[src/rtl/bcd_counter_n_if.sv]
// Purpose : bundles the control/data signals of bcd_counter_n into one port.
// Latency : none, this is wiring only.
// Backpressure: none; the counter accepts a command every cycle.
// Ports   : en/up/load/load_val flow master -> slave,
//           bcd/tc/load_err flow slave -> master.
interface bcd_counter_n_if #(
  parameter int DIGITS = 2
);
  logic                  en;
  logic                  up;
  logic                  load;
  logic [4*DIGITS-1:0]   load_val;
  logic [4*DIGITS-1:0]   bcd;
  logic                  tc;
  logic                  load_err;

  modport master (
    output en, up, load, load_val,
    input  bcd, tc, load_err
  );

  modport slave (
    input  en, up, load, load_val,
    output bcd, tc, load_err
  );
endinterface

[src/rtl/bcd_counter_n.sv]
// Purpose : N-digit synchronous BCD up/down counter with load, wrap/saturate and tc pulse.
// Latency : one cycle; inputs sampled at a rising edge are reflected right after it.
// Backpressure: none; one command (rst > load > en) is consumed every cycle.
// Ports   : clk, rst (sync, active-high); bus.slave carries en, up, load,
//           load_val (in) and bcd, tc, load_err (out, all registered).
//           DIGITS (1..8) digits, WRAP=1 wraps at MIN/MAX, WRAP=0 saturates.
module bcd_counter_n #(
  parameter int DIGITS = 2,
  parameter int WRAP   = 1
) (
  input  logic             clk,
  input  logic             rst,
  bcd_counter_n_if.slave   bus
);

  logic [4*DIGITS-1:0] bcd_q;
  logic                tc_q;
  logic                err_q;

  logic [4*DIGITS-1:0] step_val;
  logic [4*DIGITS-1:0] clamp_val;
  logic                clamp_err;
  logic                boundary;
  logic                carry;
  logic [3:0]          d;

  // Clamp the load value digit by digit, and build the ripple step.
  // carry starts at 1 (digit 0 always steps) and survives a digit only
  // when that digit rolls over, so after the last digit it is high exactly
  // when the whole count was at MAX (up) or MIN (down).
  always_comb begin
    step_val  = '0;
    clamp_val = '0;
    clamp_err = 1'b0;
    carry     = 1'b1;
    d         = 4'd0;
    for (int k = 0; k < DIGITS; k++) begin
      d = bus.load_val[4*k +: 4];
      if (d > 4'd9) begin
        clamp_val[4*k +: 4] = 4'd9;
        clamp_err           = 1'b1;
      end else begin
        clamp_val[4*k +: 4] = d;
      end

      d = bcd_q[4*k +: 4];
      step_val[4*k +: 4] = d;
      if (carry) begin
        if (bus.up) begin
          if (d == 4'd9) begin
            step_val[4*k +: 4] = 4'd0;
          end else begin
            step_val[4*k +: 4] = d + 4'd1;
            carry              = 1'b0;
          end
        end else begin
          if (d == 4'd0) begin
            step_val[4*k +: 4] = 4'd9;
          end else begin
            step_val[4*k +: 4] = d - 4'd1;
            carry              = 1'b0;
          end
        end
      end
    end
    boundary = carry;
  end

  always_ff @(posedge clk) begin
    if (rst) begin
      bcd_q <= '0;
      tc_q  <= 1'b0;
      err_q <= 1'b0;
    end else if (bus.load) begin
      bcd_q <= clamp_val;
      tc_q  <= 1'b0;
      err_q <= clamp_err;
    end else if (bus.en) begin
      // In saturate mode a step against the boundary leaves the value alone
      // but still reports tc every such cycle.
      if (!(boundary && (WRAP == 0))) begin
        bcd_q <= step_val;
      end
      tc_q  <= boundary;
      err_q <= 1'b0;
    end else begin
      tc_q  <= 1'b0;
      err_q <= 1'b0;
    end
  end

  assign bus.bcd      = bcd_q;
  assign bus.tc       = tc_q;
  assign bus.load_err = err_q;

endmodule
[src/flat_wrapper.sv]
// flat-port wrapper written by rule: the top's interface ports become plain ports
module bcd_counter_n_flat 
#(
  parameter int DIGITS = 2,
  parameter int WRAP   = 1
)
  (clk, rst, bus_en, bus_up, bus_load, bus_load_val, bus_bcd, bus_tc, bus_load_err);
  bcd_counter_n_if #(.DIGITS(DIGITS)) bus_i ();
  input  logic clk;
  input  logic rst;
  input wire logic [$bits(bus_i.en)-1:0] bus_en;
  input wire logic [$bits(bus_i.up)-1:0] bus_up;
  input wire logic [$bits(bus_i.load)-1:0] bus_load;
  input wire logic [$bits(bus_i.load_val)-1:0] bus_load_val;
  output wire logic [$bits(bus_i.bcd)-1:0] bus_bcd;
  output wire logic [$bits(bus_i.tc)-1:0] bus_tc;
  output wire logic [$bits(bus_i.load_err)-1:0] bus_load_err;
  assign bus_i.en = bus_en;
  assign bus_i.up = bus_up;
  assign bus_i.load = bus_load;
  assign bus_i.load_val = bus_load_val;
  assign bus_bcd = bus_i.bcd;
  assign bus_tc = bus_i.tc;
  assign bus_load_err = bus_i.load_err;
  bcd_counter_n #(.DIGITS(DIGITS), .WRAP(WRAP)) u_core (.clk(clk), .rst(rst), .bus(bus_i));
endmodule
[config.mk]
export PLATFORM = sky130hd
export DESIGN_NAME = bcd_counter_n_flat
export DESIGN_NICKNAME = d
export VERILOG_FILES = /design/src/rtl/bcd_counter_n_if.sv /design/src/rtl/bcd_counter_n.sv /design/src/flat_wrapper.sv
export SDC_FILE = /design/constraint.sdc
export NUM_CORES = 1
export LEC_CHECK = 0
export CORE_MARGIN = 3
export CORE_UTILIZATION = 46
export DETAILED_ROUTE_END_ITERATION = 6
export PLACE_DENSITY = 0.85
export SLEW_MARGIN = 20
export SYNTH_ARGS = -nofsm -noshare
export SYNTH_HDL_FRONTEND = slang
export SYNTH_SLANG_ARGS = --single-unit
[constraint.sdc]
create_clock -name clk -period 1.5 [get_ports clk]
set_input_delay 0.3 -clock clk [delete_from_list [all_inputs] [get_ports clk]]
set_output_delay 0.3 -clock clk [all_outputs]
set_load 0.02 [all_outputs]
=== Word level (Yosys, flattened, before mapping) ===
Cells that the tools add are included.

* Register bits after elaboration: 10
* Input port bits: 13
* Output and inout port bits: 10

* Add/subtract/negate cells: 4
* Eq/ne operators: 2
* Muxes and demuxes: 19
* Bitwise logic cells: 3
* Order comparisons: 2
* Reductions and logical operators: 7

{| class="wikitable"
|+ Operators with widths
! operator !! number
|-
| 4-bit 2-to-1 mux || 9
|-
| 8-bit 2-to-1 mux || 2
|-
| 4-bit by 1-bit adder with 4-bit output, second input constant || 2
|-
| 4-bit == test, second input constant || 2
|-
| 4-bit > comparator, second input constant || 2
|-
| 4-bit logical NOT || 2
|-
| 1-bit 2-to-1 mux || 8
|-
| 4-bit by 1-bit subtractor with 4-bit output, second input constant || 2
|-
| 2-bit nonzero test || 2
|-
| 4-bit OR reduction || 1
|-
| 1-bit NOT || 3
|-
| 2-bit AND reduction || 1
|-
| 2-bit OR reduction || 1
|}

=== Longest topological paths before layout ===
Gate-level depths: netlist of the first run.

* Depth after elaboration: 6
* Depth in mapped cells: 5
* Gate-level depth less buffers: 4

=== Least setup slack after synthesis of the first run ===
OpenSTA, ideal clock, no wires.

* Kind: reg-to-reg
* From: reg u_core.bcd_q[0], in the netlist u_core.bus.bcd[0]
* To: reg u_core.bcd_q[5], in the netlist u_core.bus.bcd[5]
* Buffers on the path: 1
* Library setup time: 0.120 ns
* Period minus slack after synthesis: 1.480 ns
* Stages on the path, launching flop included: 6
* Arrival time: 1.360 ns
* Data required time: 1.380 ns
* Setup slack: 0.020 ns
* Cell sequence: dfxtp_1 -> buf_6 -> or3_4 -> a21oi_4 -> a21oi_1 -> a211o_1

* Word-level cells in the longest chain between the ends: 5
* Elaborated cells on any way between the ends: 7

{| class="wikitable"
|+ RTL lines
! item !! line !! RTL
|-
| start, declared || bcd_counter_n.sv:16 || <nowiki>logic [4*DIGITS-1:0] bcd_q;</nowiki>
|-
| start signal, assigned || bcd_counter_n.sv:75 || <nowiki>bcd_q <= clamp_val;</nowiki>
|-
| start signal, assigned || bcd_counter_n.sv:82 || <nowiki>bcd_q <= step_val;</nowiki>
|-
| 4-bit == test / 4-bit logical NOT (equally long branches) || bcd_counter_n.sv:50, bcd_counter_n.sv:57 ||
|-
| 1-bit 2-to-1 mux (on tied branches) || bcd_counter_n.sv:50, bcd_counter_n.sv:57 ||
|-
| 1-bit 2-to-1 mux (*) || bcd_counter_n.sv:49 || <nowiki>if (bus.up) begin</nowiki>
|-
| 2-bit nonzero test (no source line) (*) || n/a ||
|-
| 2-bit AND reduction (no source line) (*) || n/a ||
|}

Every way passes the cells marked *; elsewhere a longest branch is shown, timed or not.
A chain may end at the register's enable or synchronous reset.

=== Worst setup path in the final report of the first run ===
Ends and elaborated chain as after synthesis.

==> results of run 1 <==
==> worst register-to-register path, cell delays in order, from the launching register on <==
cell and delay, ns:
dfxtp_4 0.38, or3_4 0.40, a21oi_4 0.23, a21oi_2 0.08
a211o_1 0.26
==> area by class of cell <==
| cell class | count | area share (%) |
|---|---|---|
| inverter | 7 | 2.318 |
| sequential | 10 | 18.21 |
| clock buffer | 3 | 1.987 |
| tap | 16 | 1.766 |
| timing repair buffer | 38 | 30.68 |
| multi-input combinational | 75 | 45.03 |
==> through the flow <==
stage               instance area, um2  hold WS [ns]  total power, mW  utilization (%)  setup slack, ns
finish                            1134        0.4916           0.7921            72.71          0.05435
global route                      1134        0.4886           0.8336            72.71         0.004667
CTS                               1100        0.5812           0.7822            70.55        0.0004997
detailed placement                1085        0.5745           0.6040            69.58          -0.3266
global placement                  1085        0.5447           0.5929            69.58          -0.2811
floorplan                        787.0        0.4178           0.4857                -          0.02030
==> registers in the layout, indices dropped and copies added, names as in the netlist <==
| signal | count |
|---|---|
| u_core.bus.load_err | 1 |
| u_core.bus.bcd | 8 |
| u_core.bus.tc | 1 |
==> layout by cell type, fill, tap and decap left out, types with 2 or more instances in the layout <==
| master | count |
|---|---|
| buf_4 | 16 |
| clkdlybuf4s50_1 | 10 |
| nor2_1 | 7 |
| dfxtp_1 | 7 |
| inv_1 | 6 |
| o21ai_0 | 6 |
| nand2_1 | 6 |
| a21oi_1 | 6 |
| dlymetal6s2s_1 | 6 |
| dlygate4sd2_1 | 6 |
| xnor2_1 | 4 |
| nor3_1 | 4 |
| a31oi_1 | 4 |
| nand3_1 | 3 |
| a221oi_1 | 3 |
| nand2b_1 | 3 |
| clkbuf_4 | 3 |
| a22o_1 | 2 |
| or3_1 | 2 |
| nor4_1 | 2 |
| o211ai_1 | 2 |
| dfxtp_2 | 2 |
==> path summary, 6_finish.rpt <==
check                           slack, ns           endpoint              start
worst min register to register       0.56  u_core.bus.bcd[2]  u_core.bus.bcd[1]
worst max register to register       0.05  u_core.bus.bcd[5]  u_core.bus.bcd[0]
worst max-delay path                 0.05  u_core.bus.bcd[5]  u_core.bus.bcd[0]
worst min-delay path                 0.49  u_core.bus.bcd[0]             bus_en
==> timing repair <==
action                                  4_1_cts  5_1_grt
endpoints found under the setup margin       11       11
resized for setup                             6       12
pin swaps                                     2        3
==> metal layers <==
metal,vias to the layer above,wire [um],GRT usage [%]
met5,-,0,0
met2,43,989,30.75
met1,395,931,27.99
li1,436,-,-
met4,0,27,7.735
met3,5,158,3.831
==> where the power goes <==
part / total (mW) / switching, mW / internal (mW)
Combinational: 0.295 / 0.147 / 0.148
Sequential: 0.306 / 0.0217 / 0.284
Clock: 0.191 / 0.0985 / 0.0929
==> logic make-up after synthesis <==
family	after synthesis
simple gates	36
compound gates	34
xor+xnor	5
buf+inv	17
flops	10
==> impl_metrics.json, run 1 <==
{
  "vdd_drop_max_v": 0.0005625,
  "path_cells": "or3_4 > a21oi_4 > a21oi_2 > a211o_1",
  "nets": 148,
  "startpoint_type": "register",
  "place_congestion": 0.8412,
  "diodes": 0,
  "synth-seq-cells": 10,
  "drv_slew": 0,
  "routed_wirelength_um": 2107,
  "routedWlPerCell_um": 14.14,
  "rows": 14,
  "tns_ns": 0,
  "synth_area_leaders": "dfxtp_1 (25%), a21oi_1 (4.5%), xnor2_1 (4.5%), o21ai_0 (3.8%), nor2_1 (3.3%)",
  "async_reset_ff_share_pct": 0,
  "synthMuxAreaShare_pct": 0,
  "power_leakage_nw": 0.5438,
  "worst_pin_slew_ns": 0.2813,
  "synthAdderAreaFrac_pct": 0,
  "grt_pass1_wl_um": 3249,
  "hold_depth": 4,
  "status": "complete, no violations",
  "setup_viol": 0,
  "cp_data_arrival_time_ns": 1.61,
  "critPathTopFamily": "compound AO/OA/AOI/OAI gates",
  "synth-simple-area-share_pct": 26.07,
  "ant_nets": 0,
  "grt_pass1_vias": 748,
  "synthCells": 102,
  "p_per_area_mw_per_mm2": 698.7,
  "yosysWarnings": 0,
  "ioPinCount": 23,
  "drt_iter0_markers": 44,
  "clock.fmax_mhz": 691.7,
  "final.min_clock_period_ns": 1.446,
  "synth_common_cells": "dfxtp_1 (10), a21oi_1 (7), nor2_1 (7)",
  "cts_buffer_depth": 2,
  "slew_headroom_pct": 81.07,
  "maxCapViolCount": 0,
  "drc_errors": 0,
  "cts_hold_buf": 0,
  "synth_top_area_share_pct": 25.44,
  "period_share_pct": 96.38,
  "htreeDepth": 1,
  "finClkSkew_ns": 0.001730,
  "clkSinkCount": 10,
  "dpl.hpwl_um": 1572,
  "synth_compound_gate_area_share_pct": 31.64,
  "coreArea_mm2": 0.001559,
  "initial_core_util_pct": 50.48,
  "dpl.cell_count": 146,
  "r2r_cells": 4,
  "synth.distinct_cells": 42,
  "final_layout_size_suffix_gt1_share_pct": 22.56,
  "rsz0062_at_grt": "no",
  "overflow": 0,
  "slowest_delay_ns": 0.39,
  "viasPerCell": 5.899,
  "fillers": 123,
  "cp-end-kind": "register",
  "yosysMostFrequentCell": "dfxtp_1",
  "regArea_um2": 206.4,
  "final_cells": 149,
  "slowest_stage": "or3_4",
  "synthXorXnorAreaFrac_pct": 5.564,
  "crit_fanout": 9,
  "post_cts_buffers": 0,
  "grt_antenna_before_repair": 0,
  "netlist_area_um2": 787.0,
  "synthFlopType": "dfxtp_1",
  "synth_edf_count": 0,
  "multi_input_area_um2": 510.5,
  "grt_usage_pct": 20.25,
  "dieArea_mm2": 0.002243,
  "synth_top_family_by_area": "compound AO/OA/AOI/OAI gates",
  "worstSetupPathType": "register to register",
  "via_count": 879,
  "syn_area_per_cell_um2": 7.716,
  "synthToLayoutAreaGrowth_pct": 44.04,
  "cts_buffers": 3,
  "path_clk_slew_ns": 0.07,
  "hold_viol": 0,
  "dr.pass1.iters": 5,
  "hold_class": "input pin to register",
  "ys_seq_area_share_pct": 25.44,
  "cp.depth": 4,
  "synth_top_area_cell": "dfxtp_1",
  "insertion_delay_ns": 0.27,
  "synth.net_count": 115,
  "grt_max_degree": 12,
  "cp.buffers_inverters": 0,
  "dieWidth_um": 47.36,
  "cts_tree": "yes",
  "required_ns": 1.66,
  "die_h_um": 47.36,
  "ctsRootBufferMaster": "clkbuf_4",
  "io_buffers": 22
}
No activity file was read; power rests on OpenSTA's default activity.
==> inputs of run 2 (changes only) <==
--- a/config.mk
+++ b/config.mk
@@ -8,7 +8,9 @@
 export CORE_MARGIN = 3
 export CORE_UTILIZATION = 46
 export DETAILED_ROUTE_END_ITERATION = 6
-export PLACE_DENSITY = 0.85
+export GPL_TIMING_DRIVEN = 0
+export PLACE_DENSITY = 0.78
+export RECOVER_POWER = 50
 export SLEW_MARGIN = 20
 export SYNTH_ARGS = -nofsm -noshare
 export SYNTH_HDL_FRONTEND = slang
==> run 2 against run 1 <==
Effect of this change: sequential power fell by 4%; largest cell class unchanged; combinational power fell by 6%; die area is the same; wire length down 5.4%; count of clock-buffer cells in the layout increased by 1; fmax shrank 3.1%; via count is 1.5% lower; critical endpoint unchanged; hold slack worse by 0.13 ns.
==> impl_metrics.json, run 2 (synthesis gave the netlist of run 1 again) <==
{
  "status": "complete, no violations",
  "rows": 14,
  "largest_reg_flops": 8,
  "drt_iter0_markers": 33,
  "ioPinCount": 23,
  "drv_slew": 0,
  "place_area_mm2": 0.001007,
  "dr.pass1.iters": 5,
  "ant_nets": 0,
  "finClkSkew_ns": 0.001672,
  "p_int_uw": 554.8,
  "setup_viol": 0,
  "hold_viol": 0,
  "r2r-start": "u_core.bus.bcd[2]",
  "grt_max_degree": 11,
  "utilization_pct": 66.21,
  "slew_headroom_pct": 71.44,
  "maxCapViolCount": 0,
  "vdd_drop_max_v": 0.0004925,
  "grt_usage_pct": 18.78,
  "final_layout_size_suffix_gt1_share_pct": 13.49,
  "grt_pass1_vias": 702,
  "dp_slack_ns": -0.4132,
  "power_leakage_nw": 0.4226,
  "clock.fmax_mhz": 670.0,
  "fin_area_mm2": 0.001032,
  "period_share_pct": 99.50,
  "viasPerCell": 6.099,
  "dpl.hpwl_um": 1425,
  "hold_class": "input pin to register",
  "ctsRootBufferMaster": "clkbuf_4",
  "dieWidth_um": 47.36,
  "tns_ns": 0,
  "crit_fanout": 10,
  "switching_share_pct": 33.13,
  "worstSetupPathType": "register to register",
  "cp_data_arrival_time_ns": 1.66,
  "synthToLayoutAreaGrowth_pct": 31.16,
  "clockPowerShare_pct": 31.4,
  "cts_tree": "yes",
  "die_h_um": 47.36,
  "diodes": 0,
  "holdWs_ns": 0.3591,
  "grtUsageMet3_pct": 3.831,
  "comb_power_share_pct": 33.3,
  "nets": 140,
  "met1_usage_pct": 25.73,
  "drc_errors": 0,
  "routedWlPerCell_um": 14.04,
  "regArea_um2": 200.2,
  "p_per_area_mw_per_mm2": 803.7,
  "via_count": 866,
  "top_usage_layer": "met2",
  "final.min_clock_period_ns": 1.493,
  "dpl.cell_count": 138,
  "cp-end-kind": "register",
  "setup_ws_ns": 0.007462,
  "mostFrequentLayoutCell": "dlygate4sd2_1",
  "startpoint_type": "register",
  "htreeDepth": 1,
  "clkSinkCount": 10,
  "mostFrequentLayoutCells": "dlygate4sd2_1 (11), dfxtp_1 (10), nor2_1 (7), a21oi_1 (7), clkdlybuf4s50_1 (7)",
  "insertion_delay_ns": 0.28,
  "cts_hold_buf": 0,
  "dieArea_mm2": 0.002243,
  "cts_buffer_depth": 2,
  "grt_antenna_before_repair": 0,
  "place_congestion": 0.7815,
  "final_cells": 142,
  "critPathLaunch": "u_core.bus.bcd[2]",
  "overflow": 0,
  "fillers": 142,
  "coreArea_mm2": 0.001559,
  "power_switching_uw": 274.9,
  "rsz0062_at_grt": "no",
  "multi_input_area_um2": 506.7,
  "initial_core_util_pct": 50.48,
  "io_buffers": 20,
  "grt_pass1_wl_um": 3008,
  "globalRouteMet2Util_pct": 28.88,
  "worst_hold_startpoint": "bus_load",
  "seqPwrFrac_pct": 35.3,
  "required_ns": 1.67,
  "cts_buffers": 3,
  "routed_wirelength_um": 1994,
  "report.power.total_uw": 829.7,
  "path_clk_slew_ns": 0.08,
  "worst_pin_slew_ns": 0.4284
}
==> run 2: cell types whose count changed in the layout (fill, tap and decap cells not counted), sizes merged <==
cell	change
buf	-9
clkbuf	+5
clkdlybuf4s50	-3
dlygate4sd2	+5
dlygate4sd3	+1
dlymetal6s2s	-6
==> run 2: path summary, 6_finish.rpt <==
path	to	slack, ns	depth (start not counted)
worst min register to register	u_core.bus.bcd[3]	0.63	2
worst min-delay path	u_core.bus.bcd[3]	0.36	3
worst max-delay path	u_core.bus.bcd[5]	0.007	5
worst max register to register	u_core.bus.bcd[5]	0.007	5
==> run 2: per-layer routing <==
layer / wire length [um] / part of all wire [%] / vias to the layer above
met5: 0 / 0 / -
met4: 30 / 1.5 / 0
met1: 905 / 45 / 406
li1: - / - / 422
met2: 924 / 46 / 33
met3: 134 / 6.7 / 5
==> run 2: timing repair <==
item | CTS | global route
resized for setup | 11 | 2
setup endpoints to repair | 15 | 5
pin swaps | 0 | 1
setup buffers | 0 | 0
==> run 2: power by group through the flow <==
| stage | Combinational [mW] | Sequential (mW) | Clock, mW |
|---|---|---|---|
| after global routing | 0.297 | 0.296 | 0.276 |
| after CTS | 0.269 | 0.294 | 0.264 |
| after global placement | 0.273 | 0.300 | 0 |
| after detailed placement | 0.280 | 0.300 | 0 |
| final | 0.276 | 0.293 | 0.261 |
| after floorplan | 0.164 | 0.321 | 0 |
==> run 2: layout make-up <==
class                      instances  area share, %
sequential                        10          19.39
timing repair buffer              20          17.45
buffer                            10          6.061
tap                               16          1.939
multi-input combinational         75          49.09
inverter                           7          2.545
clock buffer                       4          3.515
==> run 2: worst max-delay path: stages (launching register included) <==
cell and delay [ns]:
dfxtp_1 0.31, buf_4 0.17, or3b_4 0.40, a21oi_4 0.19
a21oi_1 0.09, a211o_1 0.23
==> inputs of run 3 (changes only) <==
--- a/config.mk
+++ b/config.mk
@@ -7,6 +7,7 @@
 export LEC_CHECK = 0
 export CORE_MARGIN = 3
 export CORE_UTILIZATION = 46
+export CTS_CLUSTER_SIZE = 8
 export DETAILED_ROUTE_END_ITERATION = 6
 export GPL_TIMING_DRIVEN = 0
 export PLACE_DENSITY = 0.78
==> results of run 3 <==
The final DEF is identical to that of run 2; final timing and power are the same.
